`src/rtl/message_printer_pkg.sv`:
```
// Shared types and constants for the message printer sequencer.
package message_printer_pkg;

  typedef enum logic [2:0] {
    ST_IDLE  = 3'd0,
    ST_FETCH = 3'd1,
    ST_SEND  = 3'd2,
    ST_GUARD = 3'd3,
    ST_DRAIN = 3'd4
  } state_t;

  localparam int GUARD_CYCLES = 1;
  localparam int GUARD_W      = 2;
  localparam int BYTE_W       = 8;

endpackage

```
`src/rtl/message_printer_if.sv`:
```
// ROM-side and UART-side handshake bundle of the message printer.
interface message_printer_if #(
  parameter int ADDR_W = 4
);

  logic              start;
  logic [ADDR_W-1:0] rom_addr;
  logic [7:0]        rom_data;
  logic [7:0]        tx_data;
  logic              tx_new;
  logic              tx_busy;
  logic              busy;
  logic              done;

  modport master (
    input  start, rom_data, tx_busy,
    output rom_addr, tx_data, tx_new, busy, done
  );

  modport slave (
    output start, rom_data, tx_busy,
    input  rom_addr, tx_data, tx_new, busy, done
  );

endinterface

```
`src/rtl/message_printer.sv`:
```
// Steps the message ROM address and hands each byte to the UART TX over a
// new/busy handshake; one message per start, or continuous when REPEAT = 1.
module message_printer
  import message_printer_pkg::*;
#(
  parameter int MSG_LEN = 16,
  parameter int ADDR_W  = 4,
  parameter int REPEAT  = 0
) (
  input  logic              clk,
  input  logic              rst_n,
  message_printer_if.master bus
);

  if ((MSG_LEN < 1) || (MSG_LEN > (1 << ADDR_W))) begin : g_len_check
    $error("message_printer: MSG_LEN out of range for ADDR_W");
  end

  localparam logic [ADDR_W-1:0]  LAST_ADDR  = ADDR_W'(MSG_LEN - 1);
  localparam logic [GUARD_W-1:0] GUARD_LAST = GUARD_W'(GUARD_CYCLES - 1);

  state_t              state_r, state_nxt_s;
  logic [ADDR_W-1:0]   addr_r, addr_nxt_s;
  logic [BYTE_W-1:0]   tx_data_r, tx_data_nxt_s;
  logic                tx_new_r, tx_new_nxt_s;
  logic                done_r, done_nxt_s;
  logic                busy_r, busy_nxt_s;
  logic [GUARD_W-1:0]  guard_cnt_r, guard_cnt_nxt_s;

  // State and output registers; reset abandons any in-flight byte.
  always_ff @(posedge clk) begin
    if (!rst_n) begin
      state_r     <= ST_IDLE;
      addr_r      <= '0;
      tx_data_r   <= 8'h00;
      tx_new_r    <= 1'b0;
      done_r      <= 1'b0;
      busy_r      <= 1'b0;
      guard_cnt_r <= '0;
    end else begin
      state_r     <= state_nxt_s;
      addr_r      <= addr_nxt_s;
      tx_data_r   <= tx_data_nxt_s;
      tx_new_r    <= tx_new_nxt_s;
      done_r      <= done_nxt_s;
      busy_r      <= busy_nxt_s;
      guard_cnt_r <= guard_cnt_nxt_s;
    end
  end

  // Next-state, address stepping and handshake decisions.
  always_comb begin
    state_nxt_s     = state_r;
    addr_nxt_s      = addr_r;
    tx_data_nxt_s   = tx_data_r;
    tx_new_nxt_s    = 1'b0;
    done_nxt_s      = 1'b0;
    guard_cnt_nxt_s = guard_cnt_r;

    case (state_r)
      ST_IDLE: begin
        if (bus.start) begin
          addr_nxt_s  = '0;
          state_nxt_s = ST_FETCH;
        end else begin
          state_nxt_s = ST_IDLE;
        end
      end
      ST_FETCH: begin
        state_nxt_s = ST_SEND;
      end
      ST_SEND: begin
        if (!bus.tx_busy) begin
          tx_data_nxt_s   = bus.rom_data;
          tx_new_nxt_s    = 1'b1;
          guard_cnt_nxt_s = '0;
          state_nxt_s     = ST_GUARD;
        end else begin
          state_nxt_s = ST_SEND;
        end
      end
      // TX may only raise busy the cycle after tx_new, so it is not trusted here.
      ST_GUARD: begin
        if (guard_cnt_r == GUARD_LAST) begin
          state_nxt_s = ST_DRAIN;
        end else begin
          guard_cnt_nxt_s = guard_cnt_r + GUARD_W'(1);
        end
      end
      ST_DRAIN: begin
        if (!bus.tx_busy) begin
          if (addr_r == LAST_ADDR) begin
            done_nxt_s  = 1'b1;
            addr_nxt_s  = '0;
            state_nxt_s = (REPEAT != 0) ? ST_FETCH : ST_IDLE;
          end else begin
            addr_nxt_s  = addr_r + ADDR_W'(1);
            state_nxt_s = ST_FETCH;
          end
        end else begin
          state_nxt_s = ST_DRAIN;
        end
      end
      default: begin
        state_nxt_s = ST_IDLE;
        addr_nxt_s  = '0;
      end
    endcase

    busy_nxt_s = (state_nxt_s != ST_IDLE);
  end

  assign bus.rom_addr = addr_r;
  assign bus.tx_data  = tx_data_r;
  assign bus.tx_new   = tx_new_r;
  assign bus.busy     = busy_r;
  assign bus.done     = done_r;

endmodule

```
`src/flat_wrapper.sv`:
```
// flat-port wrapper written by rule: the top's interface ports become plain ports
module message_printer_flat import message_printer_pkg::*;
#(
  parameter int MSG_LEN = 16,
  parameter int ADDR_W  = 4,
  parameter int REPEAT  = 0
)
  (clk, rst_n, bus_start, bus_rom_data, bus_tx_busy, bus_rom_addr, bus_tx_data, bus_tx_new, bus_busy, bus_done);
  message_printer_if #(.ADDR_W(ADDR_W)) bus_i ();
  input  logic clk;
  input  logic rst_n;
  input wire logic [$bits(bus_i.start)-1:0] bus_start;
  input wire logic [$bits(bus_i.rom_data)-1:0] bus_rom_data;
  input wire logic [$bits(bus_i.tx_busy)-1:0] bus_tx_busy;
  output wire logic [$bits(bus_i.rom_addr)-1:0] bus_rom_addr;
  output wire logic [$bits(bus_i.tx_data)-1:0] bus_tx_data;
  output wire logic [$bits(bus_i.tx_new)-1:0] bus_tx_new;
  output wire logic [$bits(bus_i.busy)-1:0] bus_busy;
  output wire logic [$bits(bus_i.done)-1:0] bus_done;
  assign bus_i.start = bus_start;
  assign bus_i.rom_data = bus_rom_data;
  assign bus_i.tx_busy = bus_tx_busy;
  assign bus_rom_addr = bus_i.rom_addr;
  assign bus_tx_data = bus_i.tx_data;
  assign bus_tx_new = bus_i.tx_new;
  assign bus_busy = bus_i.busy;
  assign bus_done = bus_i.done;
  message_printer #(.MSG_LEN(MSG_LEN), .ADDR_W(ADDR_W), .REPEAT(REPEAT)) u_core (.clk(clk), .rst_n(rst_n), .bus(bus_i));
endmodule
```
`config.mk`:
```
export PLATFORM = sky130hd
export DESIGN_NAME = message_printer_flat
export DESIGN_NICKNAME = d
export VERILOG_FILES = /design/src/rtl/message_printer_pkg.sv /design/src/rtl/message_printer_if.sv /design/src/rtl/message_printer.sv /design/src/flat_wrapper.sv
export SDC_FILE = /design/constraint.sdc
export NUM_CORES = 1
export LEC_CHECK = 0
export BUFFER_PORTS_ARGS = -buffer_cell sky130_fd_sc_hd__buf_2
export CAP_MARGIN = 20
export CORE_MARGIN = 2
export CORE_UTILIZATION = 45
export DETAILED_ROUTE_END_ITERATION = 16
export GPL_ROUTABILITY_DRIVEN = 0
export PLACE_DENSITY_LB_ADDON = 0.25
export RECOVER_POWER = 25
export SLEW_MARGIN = 20
export SYNTH_ARGS = -nofsm -noshare
export SYNTH_HDL_FRONTEND = slang
export SYNTH_SLANG_ARGS = --single-unit
```
`constraint.sdc`:
```
create_clock -name clk -period 1.2 [get_ports clk]
set_input_delay 0.24 -clock clk [delete_from_list [all_inputs] [get_ports clk]]
set_output_delay 0.24 -clock clk [all_outputs]
set_load 0.01 [all_outputs]
```
### Word level (Yosys, flattened, before mapping)

Index checks and enable logic that the tools add are counted.

| word-level totals | value |
|---|---|
| register bits after elaboration | 20 |
| input bits | 12 |
| logic and storage cells | 47 |

| cells by class | value |
|---|---|
| add/subtract/negate cells | 2 |
| eq/ne operators | 9 |
| multiplexer cells | 15 |
| bitwise gates (word level) | 4 |
| reductions and logical operators | 10 |

Operator list:

| operator | number |
|---|---|
| $pmux W3 S5 | 1 |
| $mux W4 | 3 |
| $pmux W4 S3 | 1 |
| $ne A2 B2 Y1 const B | 4 |
| $eq A3 B2 Y1 const B | 2 |
| $mux W3 | 2 |
| $reduce_and A3 Y1 | 2 |
| $reduce_or A3 Y1 | 2 |
| $mux W1 | 5 |
| $add A4 B1 Y4 const B | 1 |
| $eq A4 B4 Y1 const B | 1 |
| $mux W2 | 2 |
| $not A1 Y1 | 4 |
| $pmux W2 S2 | 1 |
| $reduce_and A2 Y1 | 2 |
| $eq A3 B1 Y1 const B | 1 |
| $eq A3 B3 Y1 const B | 1 |
| $logic_not A3 Y1 | 1 |
| $reduce_bool A3 Y1 | 1 |
| $add A2 B1 Y2 const B | 1 |
| $logic_not A2 Y1 | 1 |
| $reduce_bool A2 Y1 | 1 |

### Logic depth before layout (Yosys ltp)

| depth | value |
|---|---|
| depth in word-level cells | 5 |
| gate-level depth with buffers | 5 |
| depth with buffers taken out | 5 |

### Worst setup path after synthesis

No wires, ideal clock.

| path | value |
|---|---|
| kind | register to register |
| start point | register u_core.state_r[2] |
| end point | register u_core.tx_data_r[4] (netlist: u_core.bus.tx_data[4]) |
| library setup time | 0.116 ns |
| arrival | 1.178 ns |
| data required time | 1.084 ns |
| path slack | -0.094 ns |
| stages on the path, launching flop included | 6 |
| path buffers | 2 |
| period minus slack after synthesis | 1.294 ns |
| cells stage by stage | dfxtp_1 > buf_6 > or4b_1 > buf_2 > nand2_1 > a21boi_1 |

| on the way | value |
|---|---|
| cells in the longest elaborated chain, start to end | 2 |

Ends and longest elaborated chain:

| element | line | RTL |
|---|---|---|
| start: declaration | message_printer.sv:22 | `state_t state_r, state_nxt_s;` |
| start signal: assignment | message_printer.sv:41 | `state_r <= state_nxt_s;` |
| $eq A3 B2 Y1 | message_printer.sv:60 | `case (state_r)` |
| $reduce_and A2 Y1 (no source line) | n/a |  |
| end signal: assignment | message_printer.sv:43 | `tx_data_r <= tx_data_nxt_s;` |
| end: declaration | message_printer.sv:24 | `logic [BYTE_W-1:0] tx_data_r, tx_data_nxt_s;` |

No other way between the ends.
A chain may end at the register's enable or synchronous reset.

### Worst setup path after layout

| path | value |
|---|---|
| start point | register u_core.state_r[0] |
| end point | register u_core.addr_r[1] (netlist: u_core.bus.rom_addr[1]) |

| on the way | value |
|---|---|
| cells in the longest elaborated chain, start to end | 4 |
| elaborated cells between the ends (all ways) | 11 |
| those cells by class | 6 x eq/ne; 1 x mux; 1 x bitwise; 3 x reduce/logical |

Ends and longest elaborated chain:

| element | line | RTL |
|---|---|---|
| $eq A3 B1 Y1 or $eq A3 B2 Y1 (tied branches) | message_printer.sv:60 |  |
| $reduce_or A3 Y1 (no source line) | n/a |  |
| $not A1 Y1 (no source line) | n/a |  |
| $reduce_and A3 Y1 (no source line) | n/a |  |
| end signal: assignment | message_printer.sv:42 | `addr_r <= addr_nxt_s;` |
| end: declaration | message_printer.sv:23 | `logic [ADDR_W-1:0] addr_r, addr_nxt_s;` |

Parallel ways exist; a longest one is shown, timed or not.

==> flow_metrics.py <==
metrics = {
    "timing": {
        "slew_headroom": 0.814,
        "tns_ps": -248,
        "fin_crit_ps": 1250,
        "worstMarginPinSlew_ps": 276,
        "fin_skew_ps": 7.66,
        "fmax_mhz": 800,
        "finalHoldViolations": 0,
        "setup_viol": 11,
        "post-route-period-util": 1.04,
        "slew_violations": 0,
        "fin_ws_ps": -50.6,
        "rsz0062_at_grt": "yes",
    },
    "logic_synthesis": {
        "synth_cell_types": 37,
        "netlist_area_um2": 952,
        "yosysWarnings": 0,
        "synthTopCellsByArea": "dfxtp_1, nand2_1, a21boi_1",
        "syn_nets": 121,
        "avgSynthCellArea_um2": 8.90,
        "ys_ff_latch": 20,
        "ys.flop_type": "dfxtp_1",
        "postSynthCellCount": 107,
        "synthArstFlopShare": 0,
        "yosysTopAreaCellShare": 0.420,
        "synth_edf_count": 0,
        "synth_area_leader_cell": "dfxtp_1",
        "ys_seq_area_frac": 0.420,
    },
    "route": {
        "wl_per_cell_um": 12.9,
        "drt-initial-drc-count": 19,
        "final_antenna_net_count": 0,
        "vias_per_cell": 5.21,
        "drc": 0,
        "firstDrtPassIters": 4,
        "vias": 923,
        "wl_mm": 2.28,
    },
    "placed_design": {
        "io_buffers": 26,
        "placed_area_mm2": 0.00122,
        "dp_hpwl_mm": 1.57,
    },
    "status": {
        "outcome": "finished with violations",
        "violations": "setup timing",
    },
    "global_routing": {
        "grtUsageTotal": 0.200,
        "grt_start_max_net_pins": 19,
        "overflow": 0,
        "antenna_found_initial": 0,
        "grt_pass1_vias": 861,
        "grt_pass1_wl_mm": 3.82,
    },
    "setup_path": {
        "crit_required_ps": 1450,
        "crit_arrival_ps": 1500,
        "path_max_fanout": 4,
        "slowest_stage": "or4b_4",
        "regToRegSetupSlack_ps": -50,
        "setup.worst_path.class": "reg -> reg",
        "r2r-end": "u_core.bus.rom_addr[1]$_SDFFE_PN0P_",
        "slowest_delay_ps": 530,
        "end_kind": "flip-flop",
        "r2r_cells": 3,
        "cp_top_family": "simple AND/OR/NAND/NOR gates",
        "cp_cell_sequence": "or4b_4 > o21ai_4 > mux2i_1",
        "setup.worst_path.start_class": "flip-flop",
        "cp_num_buf_inv": 0,
        "r2r_start": "u_core.state_r[0]$_SDFF_PN0_",
    },
    "cts": {
        "ctsLongestPathBuffers": 2,
        "clock_latency_ps": 310,
        "hold_buffers": 0,
        "h-tree-depth": 1,
        "ctsRootBufferMaster": "clkbuf_4",
        "cts_tree": "done",
        "path_clk_slew_ps": 120,
        "numCtsBuffers": 3,
        "cts.sink_count": 20,
    },
    "final_layout": {
        "final_common_cell": "nand2_1",
        "utilization": 0.693,
        "drive_gt1_frac": 0.460,
        "areaGrowthSynthToFinish_pct": 44.3,
        "n_antenna_cell": 0,
        "final_cell_mix": "nand2_1, buf_2, buf_4, dfxtp_1, a21boi_1",
        "nNetsFinal": 165,
        "final_area_mm2": 0.00137,
    },
    "floorplanning": {
        "start_util": 0.480,
        "io_pins": 27,
        "die_area_mm2": 0.00250,
        "core_area_mm2": 0.00198,
        "rows": 16,
        "die_y_um": 50,
        "fp.dieW_um": 50,
    },
    "worst_hold_path": {
        "hold_path.class": "in -> reg",
        "hold_depth": 3,
        "hp-start": "bus_rom_data[5]",
        "hold-path-endpoint": "u_core.bus.tx_data[5]$_SDFFE_PN0N_",
    },
    "power_and_ir_drop": {
        "power_leakage_nw": 0.567,
        "ir_drop_mv": 0.971,
        "power_density_mw_per_mm2": 1090,
    },
    "job": {
        "cap_violations": 0,
    },
}
## state kept, by name, indices dropped and copies added, names as in the netlist
signal,count
u_core.state_r,3
u_core.guard_cnt_r,2
u_core.bus.done,1
u_core.bus.rom_addr,4
u_core.bus.tx_new,1
u_core.bus.tx_data,8
u_core.bus.busy,1
## how the worst max path moves through the flow
stage | start | to | slack, ps | depth (start not counted)
after floorplan | u_core.state_r[2]$_SDFF_PN0_ | u_core.bus.rom_addr[1]$_SDFFE_PN0P_ | -60 | 4
after global placement | bus_tx_busy | u_core.bus.tx_data[7]$_SDFFE_PN0N_ | -120 | 4
after detailed placement | bus_tx_busy | u_core.bus.tx_data[7]$_SDFFE_PN0N_ | -150 | 4
after CTS | u_core.state_r[1]$_SDFF_PN0_ | u_core.bus.rom_addr[1]$_SDFFE_PN0P_ | -40 | 3
after global routing | u_core.state_r[1]$_SDFF_PN0_ | u_core.bus.rom_addr[1]$_SDFFE_PN0P_ | -100 | 3
final | u_core.state_r[0]$_SDFF_PN0_ | u_core.bus.rom_addr[1]$_SDFFE_PN0P_ | -50 | 3
## kinds of logic after synthesis
kind of cell	after synthesis	share of synthesized area
flip-flops	20	0.420
multiplexers	2	0.0210
adder cells (fa/ha/maj)	2	0.0263
AND/OR/NAND/NOR	47	0.284
AO/OA/AOI/OAI	26	0.193
buffers and inverters	10	0.0552
## metal layers
layer  vias up  part of all wire  global-route usage
met5         -                 0                   0
li1        463                 -                   -
met1       430              0.45               0.245
met3         2             0.052              0.0364
met2        28              0.49               0.351
met4         0             0.010              0.0556
## timing repair
item | in CTS | in global routing
pin swaps | 3 | 4
endpoints found under the setup margin | 16 | 23
gates resized for setup | 15 | 17
cloned | 0 | 0
buffers inserted | 1 | 0
## worst register-to-register path: stages (launching register included)
cell and delay [ps]:
dfxtp_4 370, or4b_4 530, o21ai_4 100, mux2i_1 190
## final cells by class
cell class / instances / area (um2)
Clock buffer: 3 / 22.5
Clock inverter: 1 / 30.0
Fill cell: 158 / 608
Inverter: 4 / 18.8
Multi-Input combinational cell: 77 / 566
Sequential cell: 20 / 414
Tap cell: 27 / 33.8
Timing Repair Buffer: 45 / 289
## per-stage QoR
step	hold WS [ps]	instances	setup WS (ps)	power (mW)
floorplan	375	107	-64.3	0.841
global route	140	177	-98.1	1.56
detailed placement	443	172	-150	0.932
CTS	146	177	-44.0	1.49
global placement	437	172	-116	0.925
finish	145	177	-50.6	1.50
## cell usage after synthesis, types with 2 or more instances
master    number
nand2_1       24
dfxtp_1       20
a21boi_1       8
o21ai_0        6
inv_1          4
a21boi_0       3
buf_2          3
nor2b_1        3
and2_1         2
and3_1         2
ha_1           2
mux2i_1        2
nand2b_1       2
nor2_1         2
nor3b_1        2
## power breakdown
part	switching [mW]	internal, mW
sequential	0.0150	0.685
combinational	0.118	0.129
clock	0.215	0.338
No activity file was read; power rests on OpenSTA's default activity.
